<file path="config.mk">
export PLATFORM = sky130hd
export DESIGN_NAME = ps2_matrix
export DESIGN_NICKNAME = d
export VERILOG_FILES = /design/src/rtl/eg2000_pkg.sv /design/src/rtl/ps2_keymap.sv /design/src/rtl/ps2_matrix.sv
export SDC_FILE = /design/constraint.sdc
export NUM_CORES = 1
export LEC_CHECK = 0
export ABC_AREA = 1
export BUFFER_PORTS_ARGS = -buffer_cell sky130_fd_sc_hd__buf_2
export CAP_MARGIN = 20
export CORE_ASPECT_RATIO = 1.25
export CORE_MARGIN = 3
export CORE_UTILIZATION = 45
export DETAILED_ROUTE_END_ITERATION = 10
export GPL_TIMING_DRIVEN = 0
export PLACE_DENSITY_LB_ADDON = 0.2
export SYNTH_ARGS = -nofsm -noshare
export SYNTH_HDL_FRONTEND = slang
export SYNTH_SLANG_ARGS = --single-unit
</file>
<file path="constraint.sdc">
create_clock -name clock -period 1.8 [get_ports clock]
set_clock_uncertainty 0.05 [all_clocks]
set_input_delay 0.18 -clock clock [delete_from_list [all_inputs] [get_ports clock]]
set_output_delay 0.18 -clock clock [all_outputs]
set_load 0.05 [all_outputs]
</file>
<file path="src/rtl/eg2000_pkg.sv">
// Shared types and constants for the EG2000 PS/2 keyboard matrix.
// Frame FSM states, matrix row indices, scancode constants and the keymap entry type.
package eg2000_pkg;

  typedef enum logic [1:0] {
    ST_IDLE   = 2'd0,
    ST_DATA   = 2'd1,
    ST_PARITY = 2'd2,
    ST_STOP   = 2'd3
  } frame_state_t;

  localparam int ROW_SPECIAL = 6;
  localparam int ROW_SHIFT   = 7;

  localparam logic [7:0] PFX_RELEASE = 8'hF0;
  localparam logic [7:0] PFX_EXTEND  = 8'hE0;
  localparam logic [7:0] PFX_PAUSE   = 8'hE1;

  // Keyboard housekeeping replies; these must not disturb pending prefixes.
  localparam logic [7:0] SC_BAT_OK = 8'hAA;
  localparam logic [7:0] SC_ACK    = 8'hFA;
  localparam logic [7:0] SC_ECHO   = 8'hEE;
  localparam logic [7:0] SC_RESEND = 8'hFE;

  localparam logic [7:0] SC_LSHIFT = 8'h12;
  localparam logic [7:0] SC_RSHIFT = 8'h59;
  localparam logic [7:0] SC_F12    = 8'h07;

  typedef struct packed {
    logic       vld;
    logic [2:0] row;
    logic [2:0] col;
  } key_loc_t;

  function automatic key_loc_t key_at(input int r, input int c);
    key_at = '{vld: 1'b1, row: 3'(r), col: 3'(c)};
  endfunction

endpackage

</file>
<file path="src/rtl/ps2_keymap.sv">
// Scancode set 2 to EG2000 (TRS-80 layout) matrix position lookup.
// Purely combinational; unmapped codes return vld=0.
module ps2_keymap
  import eg2000_pkg::*;
(
  input  logic       ext,
  input  logic [7:0] code,
  output key_loc_t   loc
);

  always_comb begin
    loc = '0;
    case ({ext, code})
      9'h00E: loc = key_at(0, 0);  // backtick stands in for @
      9'h01C: loc = key_at(0, 1);
      9'h032: loc = key_at(0, 2);
      9'h021: loc = key_at(0, 3);
      9'h023: loc = key_at(0, 4);
      9'h024: loc = key_at(0, 5);
      9'h02B: loc = key_at(0, 6);
      9'h034: loc = key_at(0, 7);
      9'h033: loc = key_at(1, 0);
      9'h043: loc = key_at(1, 1);
      9'h03B: loc = key_at(1, 2);
      9'h042: loc = key_at(1, 3);
      9'h04B: loc = key_at(1, 4);
      9'h03A: loc = key_at(1, 5);
      9'h031: loc = key_at(1, 6);
      9'h044: loc = key_at(1, 7);
      9'h04D: loc = key_at(2, 0);
      9'h015: loc = key_at(2, 1);
      9'h02D: loc = key_at(2, 2);
      9'h01B: loc = key_at(2, 3);
      9'h02C: loc = key_at(2, 4);
      9'h03C: loc = key_at(2, 5);
      9'h02A: loc = key_at(2, 6);
      9'h01D: loc = key_at(2, 7);
      9'h022: loc = key_at(3, 0);
      9'h035: loc = key_at(3, 1);
      9'h01A: loc = key_at(3, 2);
      9'h045: loc = key_at(4, 0);
      9'h016: loc = key_at(4, 1);
      9'h01E: loc = key_at(4, 2);
      9'h026: loc = key_at(4, 3);
      9'h025: loc = key_at(4, 4);
      9'h02E: loc = key_at(4, 5);
      9'h036: loc = key_at(4, 6);
      9'h03D: loc = key_at(4, 7);
      9'h03E: loc = key_at(5, 0);
      9'h046: loc = key_at(5, 1);
      9'h052: loc = key_at(5, 2);  // apostrophe stands in for :
      9'h04C: loc = key_at(5, 3);
      9'h041: loc = key_at(5, 4);
      9'h04E: loc = key_at(5, 5);
      9'h049: loc = key_at(5, 6);
      9'h04A: loc = key_at(5, 7);
      9'h05A: loc = key_at(ROW_SPECIAL, 0);
      9'h15A: loc = key_at(ROW_SPECIAL, 0);
      9'h066: loc = key_at(ROW_SPECIAL, 1);
      9'h076: loc = key_at(ROW_SPECIAL, 2);
      9'h175: loc = key_at(ROW_SPECIAL, 3);
      9'h172: loc = key_at(ROW_SPECIAL, 4);
      9'h16B: loc = key_at(ROW_SPECIAL, 5);
      9'h174: loc = key_at(ROW_SPECIAL, 6);
      9'h029: loc = key_at(ROW_SPECIAL, 7);
      default: loc = '0;
    endcase
  end

endmodule

</file>
<file path="src/rtl/ps2_matrix.sv">
// PS/2 keyboard receiver and decoder feeding the EG2000 8x8 key matrix; F12 exported as boot.
// Matrix read is zero latency from addr; strobe/decode one cycle after the stop edge; no backpressure.
module ps2_matrix
  import eg2000_pkg::*;
#(
  parameter int FILTER  = 4,
  parameter int TIMEOUT = 35468
) (
  input  logic       clock,
  input  logic       power,
  input  logic [1:0] ps2,
  input  logic [7:0] addr,
  output logic [7:0] data,
  output logic       boot,
  output logic       strobe
);

  localparam int FW = $clog2(FILTER + 1);
  localparam int TW = $clog2(TIMEOUT + 1);

  logic [1:0]    sync0, sync1;
  logic [FW-1:0] filt_cnt;
  logic          filt_clk;
  logic          fall;
  logic          fall_dat;

  frame_state_t  state;
  logic [2:0]    bit_cnt;
  logic [7:0]    shreg;
  logic          par;
  logic [TW-1:0] tmo;
  logic [7:0]    code;

  logic          rel_flag, ext_flag;
  logic [2:0]    skip;
  logic          lshift, rshift;
  logic [6:0][7:0] matrix;
  key_loc_t      loc;

  // Lines idle high, so the synchroniser resets to 1 to avoid a phantom edge.
  always_ff @(posedge clock or negedge power) begin
    if (!power) begin
      sync0 <= 2'b11;
      sync1 <= 2'b11;
    end else begin
      sync0 <= ps2;
      sync1 <= sync0;
    end
  end

  always_ff @(posedge clock or negedge power) begin
    if (!power) begin
      filt_cnt <= '0;
      filt_clk <= 1'b1;
      fall     <= 1'b0;
      fall_dat <= 1'b0;
    end else begin
      fall     <= 1'b0;
      fall_dat <= sync1[1];
      if (sync1[0] == filt_clk) begin
        filt_cnt <= '0;
      end else if (filt_cnt == FW'(FILTER - 1)) begin
        filt_clk <= sync1[0];
        filt_cnt <= '0;
        fall     <= filt_clk;
      end else begin
        filt_cnt <= filt_cnt + 1'b1;
      end
    end
  end

  always_ff @(posedge clock or negedge power) begin
    if (!power) begin
      state   <= ST_IDLE;
      bit_cnt <= '0;
      shreg   <= '0;
      par     <= 1'b0;
      tmo     <= '0;
      code    <= '0;
      strobe  <= 1'b0;
    end else begin
      strobe <= 1'b0;
      if (fall || state == ST_IDLE) tmo <= '0;
      else                          tmo <= tmo + 1'b1;

      if (fall) begin
        case (state)
          ST_IDLE: begin
            if (!fall_dat) begin
              state   <= ST_DATA;
              bit_cnt <= '0;
            end
          end
          ST_DATA: begin
            shreg   <= {fall_dat, shreg[7:1]};
            bit_cnt <= bit_cnt + 1'b1;
            if (bit_cnt == 3'd7) state <= ST_PARITY;
          end
          ST_PARITY: begin
            par   <= fall_dat;
            state <= ST_STOP;
          end
          ST_STOP: begin
            state <= ST_IDLE;
            if (fall_dat && (^{shreg, par})) begin
              strobe <= 1'b1;
              code   <= shreg;
            end
          end
          default: state <= ST_IDLE;
        endcase
      end else if (state != ST_IDLE && tmo == TW'(TIMEOUT - 1)) begin
        state <= ST_IDLE;
      end
    end
  end

  ps2_keymap u_keymap (
    .ext  (ext_flag),
    .code (code),
    .loc  (loc)
  );

  always_ff @(posedge clock or negedge power) begin
    if (!power) begin
      matrix   <= '0;
      rel_flag <= 1'b0;
      ext_flag <= 1'b0;
      skip     <= '0;
      lshift   <= 1'b0;
      rshift   <= 1'b0;
      boot     <= 1'b0;
    end else if (strobe) begin
      if (skip != 3'd0) begin
        skip <= skip - 1'b1;
      end else begin
        case (code)
          PFX_PAUSE:   skip     <= 3'd7;
          PFX_RELEASE: rel_flag <= 1'b1;
          PFX_EXTEND:  ext_flag <= 1'b1;
          SC_BAT_OK, SC_ACK, SC_ECHO, SC_RESEND: ;
          default: begin
            if (!ext_flag && code == SC_LSHIFT)      lshift <= ~rel_flag;
            else if (!ext_flag && code == SC_RSHIFT) rshift <= ~rel_flag;
            else if (!ext_flag && code == SC_F12)    boot   <= ~rel_flag;
            else begin
              for (int r = 0; r < 7; r++)
                for (int c = 0; c < 8; c++)
                  if (loc.vld && loc.row == 3'(r) && loc.col == 3'(c))
                    matrix[r][c] <= ~rel_flag;
            end
            rel_flag <= 1'b0;
            ext_flag <= 1'b0;
          end
        endcase
      end
    end
  end

  always_comb begin
    data = '0;
    for (int r = 0; r < 7; r++)
      if (addr[r]) data = data | matrix[r];
    if (addr[ROW_SHIFT]) data[0] = data[0] | lshift | rshift;
  end

endmodule

</file>
Word-level counts from Yosys, hierarchy flattened
Index checks and enable logic that the tools add are counted.
{"block": "word_totals", "output_inout_bits": 10, "ff_bits": 113, "elab_cells": 360, "in_bits": 12}
{"block": "op_classes", "add_sub_neg": 4, "reduce_logical": 151, "eq_ne": 85, "bitwise_logic": 17, "mux": 28}
{"cell": "AND reduction 7 bit", "count": 56}
{"cell": "case mux 7 bit (51 select lines)", "count": 1}
{"cell": "== test 9 x 6 -> 1 bit (second input constant)", "count": 23}
{"cell": "== test 9 x 7 -> 1 bit (second input constant)", "count": 16}
{"cell": "logical AND 1 bit", "count": 68}
{"cell": "== test 9 x 5 -> 1 bit (second input constant)", "count": 7}
{"cell": "== test 8 bit (second input constant)", "count": 7}
{"cell": "two-way mux 8 bit", "count": 7}
{"cell": "OR 8 bit", "count": 6}
{"cell": "== test 9 bit (second input constant)", "count": 5}
{"cell": "== test 3 bit (second input constant)", "count": 8}
{"cell": "adder 16 x 1 -> 16 bit (second input constant)", "count": 1}
{"cell": "== test 16 bit (second input constant)", "count": 1}
{"cell": "two-way mux 16 bit", "count": 1}
{"cell": "== test 3 x 2 -> 1 bit (second input constant)", "count": 5}
{"cell": "two-way mux 3 bit", "count": 5}
{"cell": "AND reduction 3 bit", "count": 5}
{"cell": "OR reduction 6 bit", "count": 2}
{"cell": "== test 9 x 4 -> 1 bit (second input constant)", "count": 1}
{"cell": "inverter 1 bit", "count": 9}
{"cell": "XOR reduction 9 bit", "count": 1}
{"cell": "== test 8 x 3 -> 1 bit (second input constant)", "count": 1}
{"cell": "== test 8 x 5 -> 1 bit (second input constant)", "count": 1}
{"cell": "== test 8 x 7 -> 1 bit (second input constant)", "count": 1}
{"cell": "26 further kinds", "count": 47}

Logic depth before layout (Yosys ltp)
{"block": "depth", "ltp_word": 16, "ltp_mapped": 16}

Hierarchy
A second synthesis with hierarchy kept.
{"block": "unflattened", "hier_cells": 1040, "hier_area_um2": 7163.1}
{"module": "ps2_matrix", "cells_each": 838, "area_per_inst_um2": 6248.5, "instances": 1, "seq_area_each_um2": 2834.0}
{"module": "ps2_keymap", "cells_each": 202, "area_per_inst_um2": 914.6, "instances": 1, "seq_area_each_um2": 0.0}

Worst setup path before layout
OpenSTA, ideal clock, no wires.
{"block": "synth_path", "path_kind": "register -> register", "startpoint": "register code[7]", "endpoint": "register matrix[55] (netlist bit)", "required_ns": 1.637, "path_stages_with_launch": 15, "t_arrival_ns": 1.666, "setup_slack_ns": -0.029, "cell_sequence": "dfrtp_1 > nor2_4 > nand2_2 > nor2_1 > nand2_1 > nand2_1 > nor2_1 > nand2_1 > nor2_1 > nand2_1 > nand2_1 > nor2_1 > nand3_1 > nand2_1 > inv_1"}
{"block": "synth_between", "elab_chain_cells": 7}
{"element": "start: declaration", "line_no": "ps2_matrix.sv:32", "source": "logic [7:0] code;"}
{"element": "start signal: assignment", "line_no": "ps2_matrix.sv:107", "source": "code <= shreg;"}
{"element": "== test 9 x 7 -> 1 bit or == test 9 bit (tied branches)", "line_no": "ps2_keymap.sv:13", "source": "case ({ext, code})"}
{"element": "OR reduction 2 bit (no line)"}
{"element": "case mux 7 bit (51 select lines)", "line_no": "ps2_keymap.sv:13"}
{"element": "== test 3 bit", "line_no": "ps2_matrix.sv:149", "source": "if (loc.vld && loc.row == 3'(r) && loc.col == 3'(c))"}
{"element": "logical AND 1 bit (2 in a row)", "line_no": "ps2_matrix.sv:149"}
{"element": "AND reduction 7 bit (no line) *"}
{"element": "end signal: indexed assignment", "line_no": "ps2_matrix.sv:150", "source": "matrix[r][c] <= ~rel_flag;"}
{"element": "end: declaration", "line_no": "ps2_matrix.sv:37", "source": "logic [6:0][7:0] matrix;"}
Every way passes the cells marked *; elsewhere a longest branch is shown, timed or not.
A chain may end at the register's enable or synchronous reset.

Worst setup path in the final report
{"block": "layout_path", "startpoint": "register code[4]", "endpoint": "register lshift"}
{"block": "layout_between", "elab_chain_cells": 4}
{"element": "== test 8 bit", "line_no": "ps2_matrix.sv:137", "source": "case (code)"}
{"element": "OR reduction 7 bit (no line)"}
{"element": "inverter 1 bit (no line)"}
{"element": "AND reduction 4 bit (no line) *"}
{"element": "end signal: assignment", "line_no": "ps2_matrix.sv:143", "source": "if (!ext_flag && code == SC_LSHIFT) lshift <= ~rel_flag;"}
{"element": "end: declaration", "line_no": "ps2_matrix.sv:36", "source": "logic lshift, rshift;"}
Marked as above.

==> impl_metrics.yaml <==
global_routing:
  first_global_vias: 6373
  grt.overflow.total: 0
  grt_usage_pct: 26.2
  grt_max_degree: 61
  grt_antenna_before_repair: 0
  grt_first_pass_wirelength_mm: 32.3
timing:
  tns_ns: -10.87
  holdWs_ns: 0.305
  worst_slack_ns: -0.270
  fmax_mhz: 483
  setup-violations-final: 67
  relSlewSlack_pct: 48.8
  period_needed_ns: 2.07
  grt_setup_unrepaired: "yes"
  hold_violations: 0
  maxSlewViolCount: 0
  layout_worst_path_cycle_share_pct: 115
  worst_pin_slew_ns: 0.769
worst_setup_path:
  cp_slowest_cell: "dfrtp_2"
  crit_path_end_kind: "flip-flop"
  cp_common_cell: "nor2_2"
  path_cells: "buf_4, nor2_2, nand3_1, o21ai_2, nor2_2, nand3_4, buf_8, inv_2, nand4_1, nor2_1, a21oi_1, inv_1"
  cp_max_fo: 10
  crit_type: "reg -> reg"
  reg2reg_from: "code[4]"
  required_ns: 2.06
  max_stage_delay_ns: 0.48
  r2r_slack_ns: -0.27
  reg2reg_to: "lshift"
  worstRegToRegCells: 12
  start_kind: "flip-flop"
  arrival_ns: 2.33
detailed_routing:
  drtIter0Drc: 501
  wl_mm: 21.2
  dr.pass1.iters: 5
  wl_per_cell_um: 18.0
  vias_per_cell: 5.60
  antenna_left: 0
  drc: 0
  vias: 6589
pwr:
  p_leak_nw: 4.01
  power.switching_fraction_pct: 20.1
  clockPowerShare_pct: 57.6
  p_sw_mw: 1.34
  power_frac_seq_pct: 39.4
  peakVddDrop_mv: 0.751
  combinationalPowerShare_pct: 3.0
  cellPowerDensity_nw_per_um2: 710
  p_int_mw: 5.30
  power_mw: 6.64
logic_synthesis:
  synthesis.area_um2: 6430
  ys_types: 38
  ys_seq_area_share_pct: 44.1
  synthFlopType: "dfrtp_1"
  ys_async_sr_fraction_pct: 100
  postSynthCellCount: 875
  synth_edf_count: 0
  synth_fp_nets: 897
  ys_ff_latch: 113
  ys_warn_count: 0
  synth.avg_cell_area_um2: 7.35
place:
  gp_congestion: 0.950
  dpl.cell_count: 1069
  port_buffers: 18
  place_ws_ns: -0.509
  place_area_um2: 6770
  dp_hpwl_mm: 13.7
cells_and_area:
  nFillCells: 1091
  num-nets-final: 1011
  antenna_cells: 0
  final_util_pct: 67.3
  syn_to_final_growth_pct: 45.3
  stdcell_count: 1177
  drive_above_1_share_pct: 37.4
  design_area_um2: 9340
clocking:
  insertion_delay_ns: 0.43
  clock_sinks: 113
  clockBufferDepth: 2
  htreeDepth: 4
  clk_pin_slew_worst_paths_ns: 0.05
  tritoncts: "done"
  root_buffer: "clkbuf_16"
  cts_buffers: 17
floorplan:
  core_region_area_um2: 13900
  initial_core_util_pct: 46.3
  ios: 22
  die_h_um: 140
  rows: 48
  dieWidth_um: 113
  dieArea_um2: 15800
status:
  violations: "setup timing"
  status: "finished with violations"
hold_path:
  hold_path_class: "in -> async"
job:
  cap_violations: 0
## layout by cell type, fill, tap and decap left out, drive strengths merged, types with 3 or more instances in the layout
cell	instances
o22ai	9
dfstp	5
a21oi	25
nand3	64
clkinv	10
dfrtp	108
nor2	117
nand4	10
nand2	197
xnor2	8
buf	106
nor3	56
clkbuf	38
o21ai	73
dlygate4sd3	3
o2111ai	6
xor2	4
nor3b	8
inv	115
nor4	7
a221oi	7
ha	10
bufinv	6
## registers in the layout (all words and copies together) (netlist names), 2 cells and up
signal,cells
skip,3
shreg,8
tmo,16
sync1,2
code,8
sync0,2
matrix,56
filt_cnt,3
bit_cnt,3
state,2
## cell type report
type / count / area [µm²] / share of cell area (%)
flip-flops and latches: 113 / 2840 / 30.4
multi-input cells: 611 / 4070 / 43.6
inverters: 119 / 479 / 5.13
clock buffers: 20 / 457 / 4.89
well taps: 175 / 219 / 2.34
clock inverters: 12 / 210 / 2.25
plain buffers: 31 / 216 / 2.32
repair buffers: 96 / 845 / 9.04
## synthesized netlist by cell type (2+ instances only)
cell type | number | area (µm²)
nand2_1 | 196 | 736
nor2_1 | 112 | 420
inv_1 | 109 | 409
dfrtp_1 | 108 | 2700
nand3_1 | 63 | 315
o21ai_0 | 60 | 300
nor3_1 | 46 | 230
a21oi_1 | 25 | 125
clkbuf_1 | 19 | 71.3
o21ai_1 | 13 | 65.1
buf_2 | 10 | 50.1
ha_1 | 10 | 125
nand4_1 | 10 | 62.6
nor3_2 | 10 | 100
inv_2 | 9 | 33.8
o22ai_1 | 9 | 56.3
nor3b_1 | 8 | 60.1
xnor2_1 | 8 | 70.1
a221oi_1 | 7 | 61.3
o2111ai_1 | 6 | 52.6
dfstp_2 | 5 | 131
nor4_1 | 5 | 31.3
nor2_2 | 4 | 25.0
xor2_1 | 4 | 35.0
a22o_1 | 2 | 17.5
a31oi_1 | 2 | 12.5
and3_1 | 2 | 12.5
buf_6 | 2 | 22.5
nor4_2 | 2 | 25.0
## worst max-delay path: cells and delay by family (launching register included)
family / cells / cell delay [ns]
buffers and inverters: 4 / 0.44
and+or+nand+nor: 6 / 0.70
DFF: 1 / 0.48
AOI/OAI and AO/OA: 2 / 0.27
## power groups by stage
| stage | Combinational (mW) | Sequential [mW] | Clock, mW |
|---|---|---|---|
| 2_1_floorplan | 0.0846 | 2.65 | 0 |
| 3_3_place_gp | 0.171 | 2.65 | 0 |
| 3_5_place_dp | 0.182 | 2.65 | 0 |
| 4_1_cts | 0.192 | 2.61 | 3.84 |
| 5_1_grt | 0.232 | 2.62 | 3.97 |
| 6_report | 0.197 | 2.61 | 3.83 |
## cell families (layout without fill, tap and decap cells)
kind of cell	Yosys count	in the layout	synth area share [%]
DFF	113	113	44.1
AOI/OAI and AO/OA	127	127	11.1
xor gates and xnor gates	12	12	1.63
adders and majority gates	10	10	1.95
and+or+nand+nor	462	462	31.9
buffers and inverters	151	278	9.30
## how the worst max path moves through the flow
stage	start	endpoint	slack, ns	depth (start not counted)
global route	code[4]	matrix[55]	-0.40	15
finish	code[4]	lshift	-0.27	12
CTS	code[5]	matrix[22]	-0.15	12
detailed placement	code[3]	matrix[40]	-0.51	10
global placement	power	tmo[12]	-0.85	1
floorplan	code[2]	matrix[22]	-0.006	13
## layer usage
metal / routed length, µm / global-route usage, % / share of wire, % / vias up
li1: - / - / - / 3093
met3: 1070 / 4.78 / 5.0 / 117
met5: 0 / 0 / 0 / -
met1: 7860 / 29.6 / 37 / 3098
met2: 10700 / 44.7 / 50 / 281
met4: 1590 / 17.4 / 7.5 / 0
## timing repair
item                                   4_1_cts  5_1_grt
hold buffers                                 3        0
resized for setup                          199      144
gates cloned                                 0        2
setup endpoints to repair                   80       89
pin swaps                                   32       57
buffers inserted                            40       33
endpoints found under the hold margin       53        0
No activity file was read; power rests on OpenSTA's default activity.
